## src/rtl/pe_pkg.sv

```systemverilog
// Shared definitions for the EKF systolic MAC array.
// Op codes, default widths and the saturation helper.
package pe_pkg;

  localparam logic PE_OP_MAC = 1'b0;
  localparam logic PE_OP_SUB = 1'b1;

  localparam int PE_DW    = 32;
  localparam int PE_FRAC  = 19;
  localparam int PE_GUARD = 8;

  // Working width of the clamp helper; callers sign-extend into it.
  localparam int SAT_XW = 64;

  // Clamp a signed value to the range of a dw-bit signed word.
  function automatic logic signed [SAT_XW-1:0] sat_dw(
    input logic signed [SAT_XW-1:0] x,
    input int                       dw
  );
    logic signed [SAT_XW-1:0] hi;
    logic signed [SAT_XW-1:0] lo;
    hi = $signed((SAT_XW'(1) << (dw - 1)) - SAT_XW'(1));
    lo = ~hi;
    if (x > hi)
      sat_dw = hi;
    else if (x < lo)
      sat_dw = lo;
    else
      sat_dw = x;
  endfunction

endpackage

```

## src/rtl/pe_fxp_mul.sv

```systemverilog
// Registered signed fixed-point multiply.
// Rescales the held product back to FRAC_BIT with optional rounding.
module pe_fxp_mul #(
  parameter int DW       = 32,
  parameter int FRAC_BIT = 19,
  parameter int ACC_W    = 40,
  parameter int ROUND    = 1
) (
  input  logic             clk,
  input  logic             rst_n,
  input  logic             en,
  input  logic [DW-1:0]    a,
  input  logic [DW-1:0]    b,
  output logic [ACC_W-1:0] prod
);

  localparam int PW = 2 * DW;
  localparam logic [PW-1:0] RND =
    (ROUND != 0) ? (PW'(1) << (FRAC_BIT - 1)) : '0;

  logic signed [PW-1:0] product_r;
  logic signed [PW-1:0] rounded;

  // Full-width product, captured only for valid operands.
  always_ff @(posedge clk or negedge rst_n) begin
    if (!rst_n)
      product_r <= '0;
    else if (en)
      product_r <= PW'($signed(a)) * PW'($signed(b));
  end

  assign rounded = product_r + $signed(RND);
  assign prod    = ACC_W'(rounded >>> FRAC_BIT);

endmodule

```

## src/rtl/pe_mac_sat.sv

```systemverilog
// Systolic MAC/MSUB processing element with saturation.
// Results flow west; a one-entry hold absorbs collisions.
module pe_mac_sat
  import pe_pkg::*;
#(
  parameter int DW       = PE_DW,
  parameter int FRAC_BIT = PE_FRAC,
  parameter int GUARD    = PE_GUARD,
  parameter int ROUND    = 1
) (
  input  logic          clk,
  input  logic          sys_rst_n,
  input  logic [1:0]    PE_mode,
  input  logic          op_sub,
  input  logic          cal_en_N,
  input  logic          cal_done_N,
  input  logic [DW-1:0] v_data_N,
  input  logic [DW-1:0] h_data_W,
  output logic          cal_en_S,
  output logic          cal_done_S,
  output logic [DW-1:0] v_data_S,
  output logic [DW-1:0] h_data_E,
  input  logic          mulres_val_E,
  input  logic [DW-1:0] mulres_E,
  output logic          mulres_val_W,
  output logic [DW-1:0] mulres_W,
  output logic          sat_flag,
  output logic          ovf_err
);

  localparam int ACC_W = DW + GUARD;

  logic [1:0]              mode_q;
  logic                    mode_chg;
  logic                    first_pend;
  logic                    p_vld;
  logic                    p_done;
  logic                    p_sub;
  logic                    p_first;
  logic [ACC_W-1:0]        prod_raw;
  logic signed [ACC_W-1:0] prod;
  logic signed [ACC_W-1:0] acc;
  logic signed [ACC_W-1:0] base;
  logic signed [ACC_W-1:0] sum;
  logic signed [SAT_XW-1:0] sum_x;
  logic signed [SAT_XW-1:0] sat_x;
  logic                    clamp;
  logic [DW-1:0]           res;
  logic                    local_rdy;
  logic                    hold_full;
  logic [DW-1:0]           hold;

  pe_fxp_mul #(
    .DW       (DW),
    .FRAC_BIT (FRAC_BIT),
    .ACC_W    (ACC_W),
    .ROUND    (ROUND)
  ) u_mul (
    .clk   (clk),
    .rst_n (sys_rst_n),
    .en    (cal_en_N),
    .a     (h_data_W),
    .b     (v_data_N),
    .prod  (prod_raw)
  );

  assign prod     = $signed(prod_raw);
  assign mode_chg = (PE_mode != mode_q);

  // Stage-2 arithmetic: accumulate or restart, then clamp.
  always_comb begin
    base  = p_first ? '0 : acc;
    sum   = (p_sub == PE_OP_SUB) ? base - prod : base + prod;
    sum_x = {{(SAT_XW-ACC_W){sum[ACC_W-1]}}, sum};
    sat_x = sat_dw(sum_x, DW);
    clamp = (sat_x != sum_x);
    res   = DW'(sat_x);
    local_rdy = p_vld & p_done;
  end

  // Stage-1 control; a restart is owed after done or mode change.
  always_ff @(posedge clk or negedge sys_rst_n) begin
    if (!sys_rst_n) begin
      mode_q     <= '0;
      first_pend <= 1'b1;
      p_vld      <= 1'b0;
      p_done     <= 1'b0;
      p_sub      <= 1'b0;
      p_first    <= 1'b0;
    end else begin
      mode_q  <= PE_mode;
      p_vld   <= cal_en_N;
      p_done  <= cal_en_N & cal_done_N;
      p_sub   <= op_sub;
      p_first <= first_pend | mode_chg;
      if (cal_en_N)
        first_pend <= cal_done_N;
      else if (mode_chg)
        first_pend <= 1'b1;
    end
  end

  // Systolic forwarding of operands and their strobes.
  always_ff @(posedge clk or negedge sys_rst_n) begin
    if (!sys_rst_n) begin
      cal_en_S   <= 1'b0;
      cal_done_S <= 1'b0;
      v_data_S   <= '0;
      h_data_E   <= '0;
    end else begin
      cal_en_S   <= cal_en_N;
      cal_done_S <= cal_done_N;
      v_data_S   <= cal_en_N ? v_data_N : '0;
      h_data_E   <= cal_en_N ? h_data_W : '0;
    end
  end

  // Accumulator; cleared as a result leaves it.
  always_ff @(posedge clk or negedge sys_rst_n) begin
    if (!sys_rst_n) begin
      acc      <= '0;
      sat_flag <= 1'b0;
    end else if (p_vld) begin
      acc <= p_done ? '0 : sum;
      if (p_done && clamp)
        sat_flag <= 1'b1;
    end
  end

  // Westward result mux: east traffic first, then hold, then local.
  always_ff @(posedge clk or negedge sys_rst_n) begin
    if (!sys_rst_n) begin
      mulres_val_W <= 1'b0;
      mulres_W     <= '0;
      hold_full    <= 1'b0;
      hold         <= '0;
      ovf_err      <= 1'b0;
    end else begin
      mulres_val_W <= 1'b0;
      mulres_W     <= '0;
      if (mulres_val_E) begin
        mulres_val_W <= 1'b1;
        mulres_W     <= mulres_E;
        if (local_rdy) begin
          if (hold_full) begin
            ovf_err <= 1'b1;
          end else begin
            hold_full <= 1'b1;
            hold      <= res;
          end
        end
      end else if (hold_full) begin
        mulres_val_W <= 1'b1;
        mulres_W     <= hold;
        if (local_rdy)
          hold <= res;
        else
          hold_full <= 1'b0;
      end else if (local_rdy) begin
        mulres_val_W <= 1'b1;
        mulres_W     <= res;
      end
    end
  end

endmodule

```

## config.mk

```make
export PLATFORM = sky130hd
export DESIGN_NAME = pe_mac_sat
export DESIGN_NICKNAME = d
export VERILOG_FILES = /design/src/rtl/pe_pkg.sv /design/src/rtl/pe_fxp_mul.sv /design/src/rtl/pe_mac_sat.sv
export SDC_FILE = /design/constraint.sdc
export NUM_CORES = 2
export LEC_CHECK = 0
export CAP_MARGIN = 25
export CORE_ASPECT_RATIO = 1.25
export CORE_UTILIZATION = 59
export CTS_BUF_LIST = sky130_fd_sc_hd__clkbuf_8
export DETAILED_ROUTE_END_ITERATION = 6
export GPL_TIMING_DRIVEN = 0
export PLACE_DENSITY = 0.87
export SETUP_SLACK_MARGIN = 0.4
export SLEW_MARGIN = 20
export SYNTH_ARGS = -nofsm -noshare
export SYNTH_HDL_FRONTEND = slang
export SYNTH_SLANG_ARGS = --single-unit
```

## constraint.sdc

```tcl
create_clock -name clk -period 6.1 [get_ports clk]
set_clock_uncertainty 0.05 [all_clocks]
set_input_delay 1.22 -clock clk [delete_from_list [all_inputs] [get_ports clk]]
set_output_delay 1.22 -clock clk [all_outputs]
set_load 0.03 [all_outputs]
```

==> results.json <==
{
  "status": "finished, violations left",
  "failed_checks": "design-rule violations, negative setup slack",
  "clock_sink_count": 221,
  "yosys.area.top_type": "fa_1",
  "critPathBufInv": 11,
  "area_growth_pct": 21.76,
  "fin_ws_ps": -2430,
  "die-width_microns": 254.3,
  "path_delay_family": "adder cells",
  "nets": 7002,
  "grt.total_usage": 0.4589,
  "max_freq_mhz": 117.2,
  "insertion_delay_ps": 690,
  "rows": 115,
  "fin_crit_ps": 8530,
  "wl_per_cell_microns": 27.48,
  "ys_ff_latch": 221,
  "syn-num-nets": 6551,
  "required_ps": 6620,
  "drtIter0Drc": 4963,
  "port_buffers": 203,
  "synth_commonest_cells": "inv_1, fa_1, nand2_1",
  "die_h_microns": 317.4,
  "drt_first_pass_iters": 7,
  "worst-setup-path-type": "in2reg",
  "cp_common_cell": "fa_2",
  "hpwl_mm": 133.9,
  "cpPeakStageDelay_ps": 780,
  "syn-mean-instance-area_sq_um": 9.019,
  "clk_pin_slew_worst_paths_ps": 70,
  "htreeDepth": 2,
  "slowest_stage": "fa_2",
  "slew_viol_final": 0,
  "finalCritPeriodShare": 1.398,
  "yosys.cell_count.top_type": "inv_1",
  "worstMarginPinSlew_ps": 1010,
  "hp-class": "in2async",
  "crit_arrival_ps": 9050,
  "dr_total_vias": 42210,
  "ys_types": 87,
  "cp-start-kind": "primary input",
  "place.gp.congestion": 1.080,
  "yosys_warnings": 0,
  "netlist_top_cells_area": "fa_1, dfrtp_1, inv_1",
  "fin_cells": 6770,
  "overflow": 0,
  "grt_pass1_wl_mm": 265.4,
  "async_flop_share": 1.000,
  "grt_pass1_vias": 43227,
  "slew_headroom": 0.3269,
  "initial_core_util": 0.5967,
  "cts.path.max_buffers": 3,
  "ctsHoldBuffers": 0,
  "wirelength_mm": 186.0,
  "synth_top_cell_area_share": 0.4365,
  "cts_buffers": 40,
  "cp-startpoint": "h_data_W[31]",
  "drc": 32,
  "drive_gt1_frac": 0.1658,
  "timing.rr.start": "u_mul.product_r[18]",
  "cp-end-kind": "flop",
  "grt_max_degree": 97,
  "finalHoldViolCount": 0,
  "dpl.cell_count": 6467,
  "die_area_sq_um": 80740,
  "synth_flop_cell": "dfrtp_1",
  "cap_violations": 0,
  "synthCells": 5207,
  "cp_max_fo": 6,
  "root_buffer": "clkbuf_8",
  "synth_area_sq_um": 46960,
  "rsz0062_at_grt": "yes",
  "ys_seq_area_frac": 0.1178,
  "fp.coreArea_sq_um": 78710,
  "cts_tree": "done",
  "routed_via_density": 6.235,
  "setup_viol": 106,
  "grt_antenna_before_repair": 37,
  "antenna_left": 0,
  "synth-edff-count": 0,
  "io_pins": 205
}
-- per-layer routing --
layer	track usage	up-vias	part of all wire
met2	0.6796	3530	0.43
li1	-	16536	-
met4	0.4008	26	0.12
met5	0.01155	-	0.0019
met1	0.4900	20671	0.30
met3	0.2110	1447	0.15
-- final timing paths --
kind | slack, ps | end | depth (start not counted)
worst max-delay path | -2430 | u_mul.product_r[52] | 29
worst min-delay path | 390 | h_data_E[1] | 1
worst max register to register | -830 | mulres_W[24] | 27
worst min register to register | 460 | mulres_W[5] | 2
max in group asynchronous | 4360 | u_mul.product_r[33] | 3
min in group clk | 460 | mulres_W[5] | 2
-- layout by cell type (no fill, tap or decap), types with 45 or more instances in the layout --
cell type | synthesis | routed
inv_1 | 1127 | 1099
fa_1 | 1024 | 981
nand2_1 | 833 | 807
and2_1 | 322 | 317
dfrtp_1 | 220 | 218
ha_1 | 216 | 190
buf_4 | 5 | 187
nor2_1 | 177 | 141
clkdlybuf4s50_1 | 0 | 138
clkbuf_8 | 0 | 120
xnor2_1 | 108 | 100
a21oi_1 | 158 | 90
xor2_1 | 69 | 67
clkbuf_1 | 269 | 57
a21oi_2 | 0 | 56
buf_6 | 0 | 53
a21o_1 | 53 | 53
clkbuf_16 | 0 | 52
clkbuf_4 | 0 | 45
-- final cells by class --
type / count / area, sq um
antenna: 29 / 72.57
sequential: 221 / 5534
multi-input combinational: 3565 / 37910
timing repair buffer: 409 / 3924
fill: 5179 / 21530
buffer: 294 / 3329
inverter: 1127 / 4243
clock inverter: 21 / 152.6
tap: 1053 / 1318
clock buffer: 51 / 701.9
-- sequential cells by signal, indices dropped and copies added, names as in the netlist, 2 cells and up --
| register | cells |
|---|---|
| acc | 40 |
| v_data_S | 32 |
| h_data_E | 32 |
| mulres_W | 32 |
| u_mul.product_r | 41 |
| hold | 32 |
| mode_q | 2 |
-- what timing repair did --
item | 4_1_cts | 5_1_grt
endpoints found under the setup margin | 109 | 121
gates resized for setup | 729 | 409
pin swaps | 81 | 178
buffers inserted | 100 | 95
gates cloned | 2 | 5
-- per-stage QoR --
step           setup TNS [ps]    util  instance area, sq um  hold WS [ps]  worst slack, ps
6_report              -124240  0.7265                 57180         385.4            -2430
4_1_cts               -154920  0.6991                 55030         391.4            -2154
5_1_grt               -140250  0.7258                 57130         406.4            -2598
3_5_place_dp          -229360  0.6540                 51480         447.9            -4397
3_3_place_gp         -1482550  0.6529                 51390         430.3            -5809
2_1_floorplan          -61920       -                 48040         415.3            -2186
-- cells by family after synthesis --
logic type | synth area share
flops | 0.1178
buf+inv | 0.1143
fa+ha+maj | 0.4941
mux | 0.008392
xor+xnor | 0.03370
simple gates | 0.1599
compound gates | 0.07183
Power is left out: the tool's default activity adds up to more than one toggle a clock period on the data nets, which glitch-free logic cannot reach.
